## src/rtl/i2c_cmd_sequencer.sv

```systemverilog
// UART-opcode driven I2C transaction sequencer: periodic or one-shot
// register writes and burst reads, with read bytes streamed out by valid/ready.
module i2c_cmd_sequencer #(
    parameter int         READ_LEN = 6,
    parameter int         PERIOD   = 100_000_000,
    parameter logic [6:0] MPU_ADDR = 7'h69,
    parameter logic [6:0] RTC_ADDR = 7'h68
) (
    input  logic       clk_sys,
    input  logic       cpu_resetn,
    input  logic       cmd_valid,
    input  logic [7:0] cmd_data,
    output logic       i2c_ena,
    output logic [6:0] i2c_addr,
    output logic       i2c_rw,
    output logic [7:0] i2c_data_wr,
    input  logic       i2c_busy,
    input  logic [7:0] i2c_data_rd,
    input  logic       i2c_ack_error,
    output logic       rd_valid,
    output logic [7:0] rd_data,
    output logic       rd_last,
    input  logic       rd_ready,
    output logic       seq_busy,
    output logic       err
);

    typedef enum logic [2:0] {
        S_IDLE,
        S_REQ,
        S_DRAIN,
        S_ABORT,
        S_STREAM
    } state_t;

    localparam int             PW      = $clog2(PERIOD);
    localparam logic [PW-1:0]  TICK_AT = PW'(PERIOD - 1);
    localparam logic [4:0]     RD_N    = 5'(READ_LEN + 1);
    localparam logic [3:0]     RD_LAST = 4'(READ_LEN - 1);

    state_t        state, state_n;
    logic [PW-1:0] trig_cnt;
    logic [2:0]    arm_op, arm_op_n;
    logic [2:0]    shot_op, shot_op_n;
    logic          shot_pend, shot_pend_n;
    logic          busy_prev;
    logic [6:0]    snap_addr, snap_addr_n;
    logic [7:0]    snap_reg, snap_reg_n;
    logic [4:0]    snap_len, snap_len_n;
    logic          snap_rd, snap_rd_n;
    // byte counters carry one extra bit so N = READ_LEN+1 = 16 still fits
    logic [4:0]    issued, issued_n;
    logic [4:0]    done, done_n;
    logic [3:0]    rd_idx, rd_idx_n;
    logic          rd_valid_q, rd_valid_n;
    logic          err_q, err_n;
    logic [7:0]    rd_buf [READ_LEN];
    logic          buf_we;
    logic [3:0]    buf_idx;
    logic [7:0]    rd_byte;
    logic          tick, rise, fall;
    logic          cmd_ok, start;
    logic [6:0]    cmd_op;
    logic [2:0]    start_op;
    logic          active;

    function automatic logic [7:0] op_reg(input logic [2:0] op);
        case (op)
            3'd1:    return 8'h6B;
            3'd2:    return 8'h3B;
            3'd3:    return 8'h43;
            default: return 8'h00;
        endcase
    endfunction

    assign tick   = (trig_cnt == TICK_AT);
    assign rise   = i2c_busy & ~busy_prev;
    assign fall   = ~i2c_busy & busy_prev;
    assign cmd_op = cmd_data[6:0];
    assign cmd_ok = cmd_valid && (cmd_op <= 7'd4);

    always_ff @(posedge clk_sys) begin
        if (!cpu_resetn) begin
            trig_cnt <= '0;
        end else if (tick) begin
            trig_cnt <= '0;
        end else begin
            trig_cnt <= trig_cnt + PW'(1);
        end
    end

    always_ff @(posedge clk_sys) begin
        if (!cpu_resetn) begin
            state      <= S_IDLE;
            arm_op     <= '0;
            shot_op    <= '0;
            shot_pend  <= 1'b0;
            busy_prev  <= 1'b0;
            snap_addr  <= '0;
            snap_reg   <= '0;
            snap_len   <= '0;
            snap_rd    <= 1'b0;
            issued     <= '0;
            done       <= '0;
            rd_idx     <= '0;
            rd_valid_q <= 1'b0;
            err_q      <= 1'b0;
        end else begin
            state      <= state_n;
            arm_op     <= arm_op_n;
            shot_op    <= shot_op_n;
            shot_pend  <= shot_pend_n;
            busy_prev  <= i2c_busy;
            snap_addr  <= snap_addr_n;
            snap_reg   <= snap_reg_n;
            snap_len   <= snap_len_n;
            snap_rd    <= snap_rd_n;
            issued     <= issued_n;
            done       <= done_n;
            rd_idx     <= rd_idx_n;
            rd_valid_q <= rd_valid_n;
            err_q      <= err_n;
        end
    end

    always_ff @(posedge clk_sys) begin
        for (int i = 0; i < READ_LEN; i++) begin
            if (buf_we && buf_idx == 4'(i)) begin
                rd_buf[i] <= i2c_data_rd;
            end
        end
    end

    always_comb begin
        rd_byte = '0;
        for (int i = 0; i < READ_LEN; i++) begin
            if (rd_idx == 4'(i)) begin
                rd_byte = rd_buf[i];
            end
        end
    end

    always_comb begin
        state_n     = state;
        arm_op_n    = arm_op;
        shot_op_n   = shot_op;
        shot_pend_n = shot_pend;
        snap_addr_n = snap_addr;
        snap_reg_n  = snap_reg;
        snap_len_n  = snap_len;
        snap_rd_n   = snap_rd;
        issued_n    = issued;
        done_n      = done;
        rd_idx_n    = rd_idx;
        rd_valid_n  = rd_valid_q;
        err_n       = err_q;
        buf_we      = 1'b0;
        buf_idx     = '0;
        start       = 1'b0;
        start_op    = arm_op;

        if (state == S_IDLE) begin
            if (shot_pend) begin
                start       = 1'b1;
                start_op    = shot_op;
                shot_pend_n = 1'b0;
            end else if (tick && arm_op != 3'd0) begin
                start = 1'b1;
            end
        end

        // a new request lands after the start logic, so a same-cycle start
        // still runs the old command
        if (cmd_ok) begin
            err_n = 1'b0;
            if (cmd_op == 7'd0) begin
                arm_op_n = 3'd0;
            end else if (cmd_data[7]) begin
                shot_pend_n = 1'b1;
                shot_op_n   = cmd_op[2:0];
            end else begin
                arm_op_n = cmd_op[2:0];
            end
        end

        case (state)
            S_IDLE: begin
                if (start) begin
                    state_n     = S_REQ;
                    snap_addr_n = (start_op == 3'd4) ? RTC_ADDR : MPU_ADDR;
                    snap_reg_n  = op_reg(start_op);
                    snap_rd_n   = (start_op != 3'd1);
                    snap_len_n  = (start_op == 3'd1) ? 5'd2 : RD_N;
                    issued_n    = '0;
                    done_n      = '0;
                end
            end
            S_REQ: begin
                if (rise) begin
                    issued_n = issued + 5'd1;
                    if (issued + 5'd1 == snap_len) begin
                        state_n = S_DRAIN;
                    end
                end
            end
            S_DRAIN: begin
                if (done == snap_len && !i2c_busy) begin
                    state_n    = snap_rd ? S_STREAM : S_IDLE;
                    rd_idx_n   = '0;
                    rd_valid_n = 1'b0;
                end
            end
            S_ABORT: begin
                if (!i2c_busy) begin
                    state_n = S_IDLE;
                end
            end
            S_STREAM: begin
                if (!rd_valid_q) begin
                    rd_valid_n = 1'b1;
                end else if (rd_ready) begin
                    if (rd_idx == RD_LAST) begin
                        rd_valid_n = 1'b0;
                        state_n    = S_IDLE;
                    end else begin
                        rd_idx_n = rd_idx + 4'd1;
                    end
                end
            end
            default: state_n = S_IDLE;
        endcase

        if (fall && (state == S_REQ || state == S_DRAIN)) begin
            done_n = done + 5'd1;
            if (snap_rd && done != 5'd0) begin
                buf_we  = 1'b1;
                buf_idx = 4'(done - 5'd1);
            end
            if (i2c_ack_error) begin
                err_n   = 1'b1;
                state_n = S_ABORT;
            end
        end
    end

    assign active = (state == S_REQ) || (state == S_DRAIN) ||
                    (state == S_ABORT);

    // only byte 0 carries a value; the setup write's data byte is 0x00
    assign i2c_ena     = (state == S_REQ);
    assign i2c_addr    = snap_addr;
    assign i2c_rw      = active && snap_rd && (issued != 5'd0);
    assign i2c_data_wr = (active && issued == 5'd0) ? snap_reg : 8'h00;
    assign rd_valid    = rd_valid_q;
    assign rd_data     = rd_valid_q ? rd_byte : 8'h00;
    assign rd_last     = rd_valid_q && (rd_idx == RD_LAST);
    assign seq_busy    = (state != S_IDLE);
    assign err         = err_q;

endmodule
```

## config.mk

```make
export PLATFORM = sky130hd
export DESIGN_NAME = i2c_cmd_sequencer
export DESIGN_NICKNAME = d
export VERILOG_FILES = /design/src/rtl/i2c_cmd_sequencer.sv
export SDC_FILE = /design/constraint.sdc
export NUM_CORES = 1
export LEC_CHECK = 0
export ABC_CLOCK_PERIOD_IN_PS = 6950
export BUFFER_PORTS_ARGS = -buffer_cell sky130_fd_sc_hd__buf_2
export CAP_MARGIN = 20
export CORE_MARGIN = 2
export CORE_UTILIZATION = 50
export DETAILED_ROUTE_END_ITERATION = 6
export PLACE_DENSITY = 0.66
export SKIP_LAST_GASP = 1
export SYNTH_ARGS = -nofsm -noshare
export SYNTH_HDL_FRONTEND = slang
export SYNTH_SLANG_ARGS = --single-unit
export TNS_END_PERCENT = 20
```

## constraint.sdc

```tcl
create_clock -name clk_sys -period 6.95 [get_ports clk_sys]
set_input_delay 0.3475 -clock clk_sys [delete_from_list [all_inputs] [get_ports clk_sys]]
set_output_delay 0.3475 -clock clk_sys [all_outputs]
set_load 0.05 [all_outputs]
```

==> metrics.log <==
INFO  metric area_of_combinational_cells_with_multiple_inputs = 0.00241 sq mm
INFO  metric post-synth-top-area-cell = sky130_fd_sc_hd__edfxtp_1
INFO  metric grt-ovfl-total = 0
INFO  metric wl_met1 = 4890 um
INFO  metric setup_viol = 0
INFO  metric async_set_reset_flop_share_out_of_synthesis = 0
INFO  metric regMostFlops = rd_buf
INFO  metric synthesis.area = 0.00532 sq mm
INFO  metric die_area = 0.0115 sq mm
INFO  metric setup.worst_path.class = reg -> out
INFO  metric ys.flop_type = sky130_fd_sc_hd__dfxtp_1
INFO  metric ys_top_cells_by_area = sky130_fd_sc_hd__edfxtp_1 27%, sky130_fd_sc_hd__dfxtp_1 23%, sky130_fd_sc_hd__xor2_1 3.8%
INFO  metric finish.net_count = 579
INFO  metric synth_enable_flop_cells = 48
INFO  metric postLayoutCoreUtil = 0.557
INFO  metric worst_clock_skew = 0.00885 ns
INFO  metric highest_metal_used = met4
INFO  metric remaining_drc_errors = 0
INFO  metric syn-instance-count = 520
INFO  metric synth_top_area_frac = 0.271
INFO  metric hpwl = 7130 um
INFO  metric avgViaCountPerCell = 5.53
INFO  metric timing_worst_slew_pin_value = 1.04 ns
INFO  metric post_synth_num_cell_types = 67
INFO  metric top_level_pins = 51
INFO  metric drt-initial-drc-count = 229
INFO  metric fmax = 308 MHz
INFO  metric clock_latency = 0.38 ns
INFO  metric wl_per_cell = 14.9 um
INFO  metric cts_tree = done
INFO  metric hp-class = in -> reg
INFO  metric largest_registers = rd_buf: 48 flops, trig_cnt: 27 flops
INFO  metric wl_met3 = 349 um
INFO  metric crit_arrival = 2.90 ns
INFO  metric grt_start_max_net_pins = 49
INFO  metric min_period = 3.25 ns
INFO  metric hold_viol_final = 0
INFO  metric hold_buffers = 0
INFO  metric power.density_cell_area = 192 mW/mm^2
INFO  metric ctsResizeCount = 0
INFO  metric total_leakage_power = 2.05 nW
INFO  metric place.gp.congestion = 0.788
INFO  metric crit_path_end_kind = output pin
INFO  metric drt-pass1-iter-count = 5
INFO  metric synth-seq-area-share = 0.501
INFO  metric synth_warnings = 0
INFO  metric seqCellArea = 0.00266 sq mm
INFO  metric numCtsBuffers = 9
INFO  metric start_util = 0.515
INFO  metric timing.slew.headroom = 0.304
INFO  metric slew_violations = 0
INFO  metric totalNegativeSetupSlack = 0 ns
INFO  metric largest_register_ffs = 48
INFO  metric routed_wirelength = 10300 um
INFO  metric cap_viol_max_count = 0
INFO  metric port_buffers = 45
INFO  metric share_of_layout_cells_above_drive_strength_1 = 0.154
INFO  metric startpoint_type = flop
INFO  metric clock-root-buffer = sky130_fd_sc_hd__clkbuf_8
INFO  metric grt_setup_unrepaired = false
INFO  metric dr_wl_met2 = 4920 um
INFO  metric synth.most_common_cell = sky130_fd_sc_hd__dfxtp_1
INFO  metric post_cts.repair.setup_buffers = 0
INFO  metric cts-htree-levels = 3
INFO  metric cts.clk_slew.worst_paths = 0.10 ns
INFO  metric cp.required = 6.60 ns
INFO  metric gr-usage-all-layers = 0.192
INFO  metric floorplan.die.height = 107 um
INFO  metric first_global_vias = 3624
INFO  metric fp.coreArea = 0.0103 sq mm
INFO  metric chipWidth = 107 um
INFO  metric antenna_found_initial = 0
INFO  metric final.period_utilization = 0.468
INFO  metric grt_pass1_wl = 17500 um
INFO  metric run_status = finished clean
INFO  metric timing.critical_path.fanout_max = 8
INFO  metric ir_drop = 0.0895 mV
INFO  metric synth_top_cells_by_count = 61 x sky130_fd_sc_hd__dfxtp_1, 50 x sky130_fd_sc_hd__nor2_1, 48 x sky130_fd_sc_hd__edfxtp_1, 44 x sky130_fd_sc_hd__nand2_1, 23 x sky130_fd_sc_hd__xor2_1
INFO  metric antenna-diode-count = 0
INFO  metric cts-root-to-sink-buffers = 2
INFO  metric synth.ff_latch_count = 109
INFO  metric vias = 3804
INFO  metric design_power_total = 1.10 mW
INFO  metric cts_num_sinks = 109
INFO  metric areaGrowthSynthToFinish = 8.24%
INFO  metric row_count = 37
INFO  metric num-fill-cells = 883
INFO  metric antenna_violating_nets_left = 0
INFO  metric synthesis.area_per_instance = 10.2 sq um
-- worst max-delay path, cell delays in order (launching register included) --
cell                       delay, ns
sky130_fd_sc_hd__dfxtp_1        0.36
sky130_fd_sc_hd__inv_1          0.09
sky130_fd_sc_hd__ha_1           0.20
sky130_fd_sc_hd__nor3b_1        0.86
sky130_fd_sc_hd__a22oi_1        0.15
sky130_fd_sc_hd__a211oi_1       0.36
sky130_fd_sc_hd__a21oi_1        0.07
sky130_fd_sc_hd__a31oi_1        0.16
sky130_fd_sc_hd__buf_2          0.29
-- logic make-up (layout without fill, tap and decap cells) --
family                     after synthesis  count (layout)  synth area share
muxes                                    9               9            0.0169
DFF                                    109             109             0.501
and+or+nand+nor                        209             209             0.224
buffers and inverters                   50              78            0.0504
AOI/OAI and AO/OA                       94              94             0.121
adders and majority gates               11              11            0.0254
xor gates and xnor gates                37              37            0.0610
other                                    1               5          0.000705
-- per-stage QoR --
stage / setup slack [ns] / hold slack [ns] / instances / area [sq um]
after global routing: 3.44 / 0.179 / 688 / 5750
after detailed placement: 4.17 / 0.443 / 672 / 5550
after global placement: 4.34 / 0.433 / 672 / 5550
after CTS: 3.71 / 0.182 / 688 / 5750
final: 3.70 / 0.205 / 688 / 5750
after floorplan: 4.19 / 0.418 / 524 / 5330
-- power by group --
part           switching (mW)  internal, mW
combinational          0.0238        0.0102
clock                   0.223         0.174
sequential            0.00211         0.669
total                   0.249         0.854
-- layer usage --
metal,GRT usage,up-vias
met4,0.0668,0
li1,-,1914
met5,0,-
met3,0.0413,9
met1,0.260,1824
met2,0.306,57
-- path summary, 6_finish.rpt --
| kind | start | endpoint | slack [ns] | cells past startpoint |
|---|---|---|---|---|
| worst min register to register | snap_reg[5] | snap_reg[5] | 0.46 | 2 |
| worst max register to register | state[1] | rd_buf[2][0] | 4.44 | 5 |
| worst min-delay path | i2c_data_rd[0] | rd_buf[5][0] | 0.21 | 1 |
| worst max-delay path | rd_idx[1] | rd_data[3] | 3.70 | 8 |
-- final cells by class --
class,count,share of cell area
flip-flops and latches,109,0.463
multi-input cells,365,0.418
repair buffers,50,0.0457
well taps,136,0.0296
clock buffers,10,0.0222
clock inverters,6,0.0137
inverters,12,0.00783
-- layout by cell type, fill, tap and decap left out, types with 6 or more instances in the layout --
master                     netlist  routed
sky130_fd_sc_hd__dfxtp_1        61      61
sky130_fd_sc_hd__nor2_1         50      50
sky130_fd_sc_hd__edfxtp_1       48      48
sky130_fd_sc_hd__buf_2           4      45
sky130_fd_sc_hd__nand2_1        44      44
sky130_fd_sc_hd__xor2_1         23      23
sky130_fd_sc_hd__o21ai_0        22      22
sky130_fd_sc_hd__nand3_1        20      20
sky130_fd_sc_hd__xnor2_1        14      14
sky130_fd_sc_hd__inv_1          12      12
sky130_fd_sc_hd__a211oi_1       11      11
sky130_fd_sc_hd__a21oi_1        11      11
sky130_fd_sc_hd__and2_1         11      11
sky130_fd_sc_hd__a31oi_1        10      10
sky130_fd_sc_hd__ha_1           10      10
sky130_fd_sc_hd__nor3b_1         9       9
sky130_fd_sc_hd__mux2i_1         9       9
sky130_fd_sc_hd__nand4_1         9       9
sky130_fd_sc_hd__clkbuf_8        0       9
sky130_fd_sc_hd__nor3_1          8       8
sky130_fd_sc_hd__a22oi_1         8       8
sky130_fd_sc_hd__nor2b_1         8       8
sky130_fd_sc_hd__and3_1          7       7
sky130_fd_sc_hd__nor4_1          6       6
No activity file was read; power rests on OpenSTA's default activity.
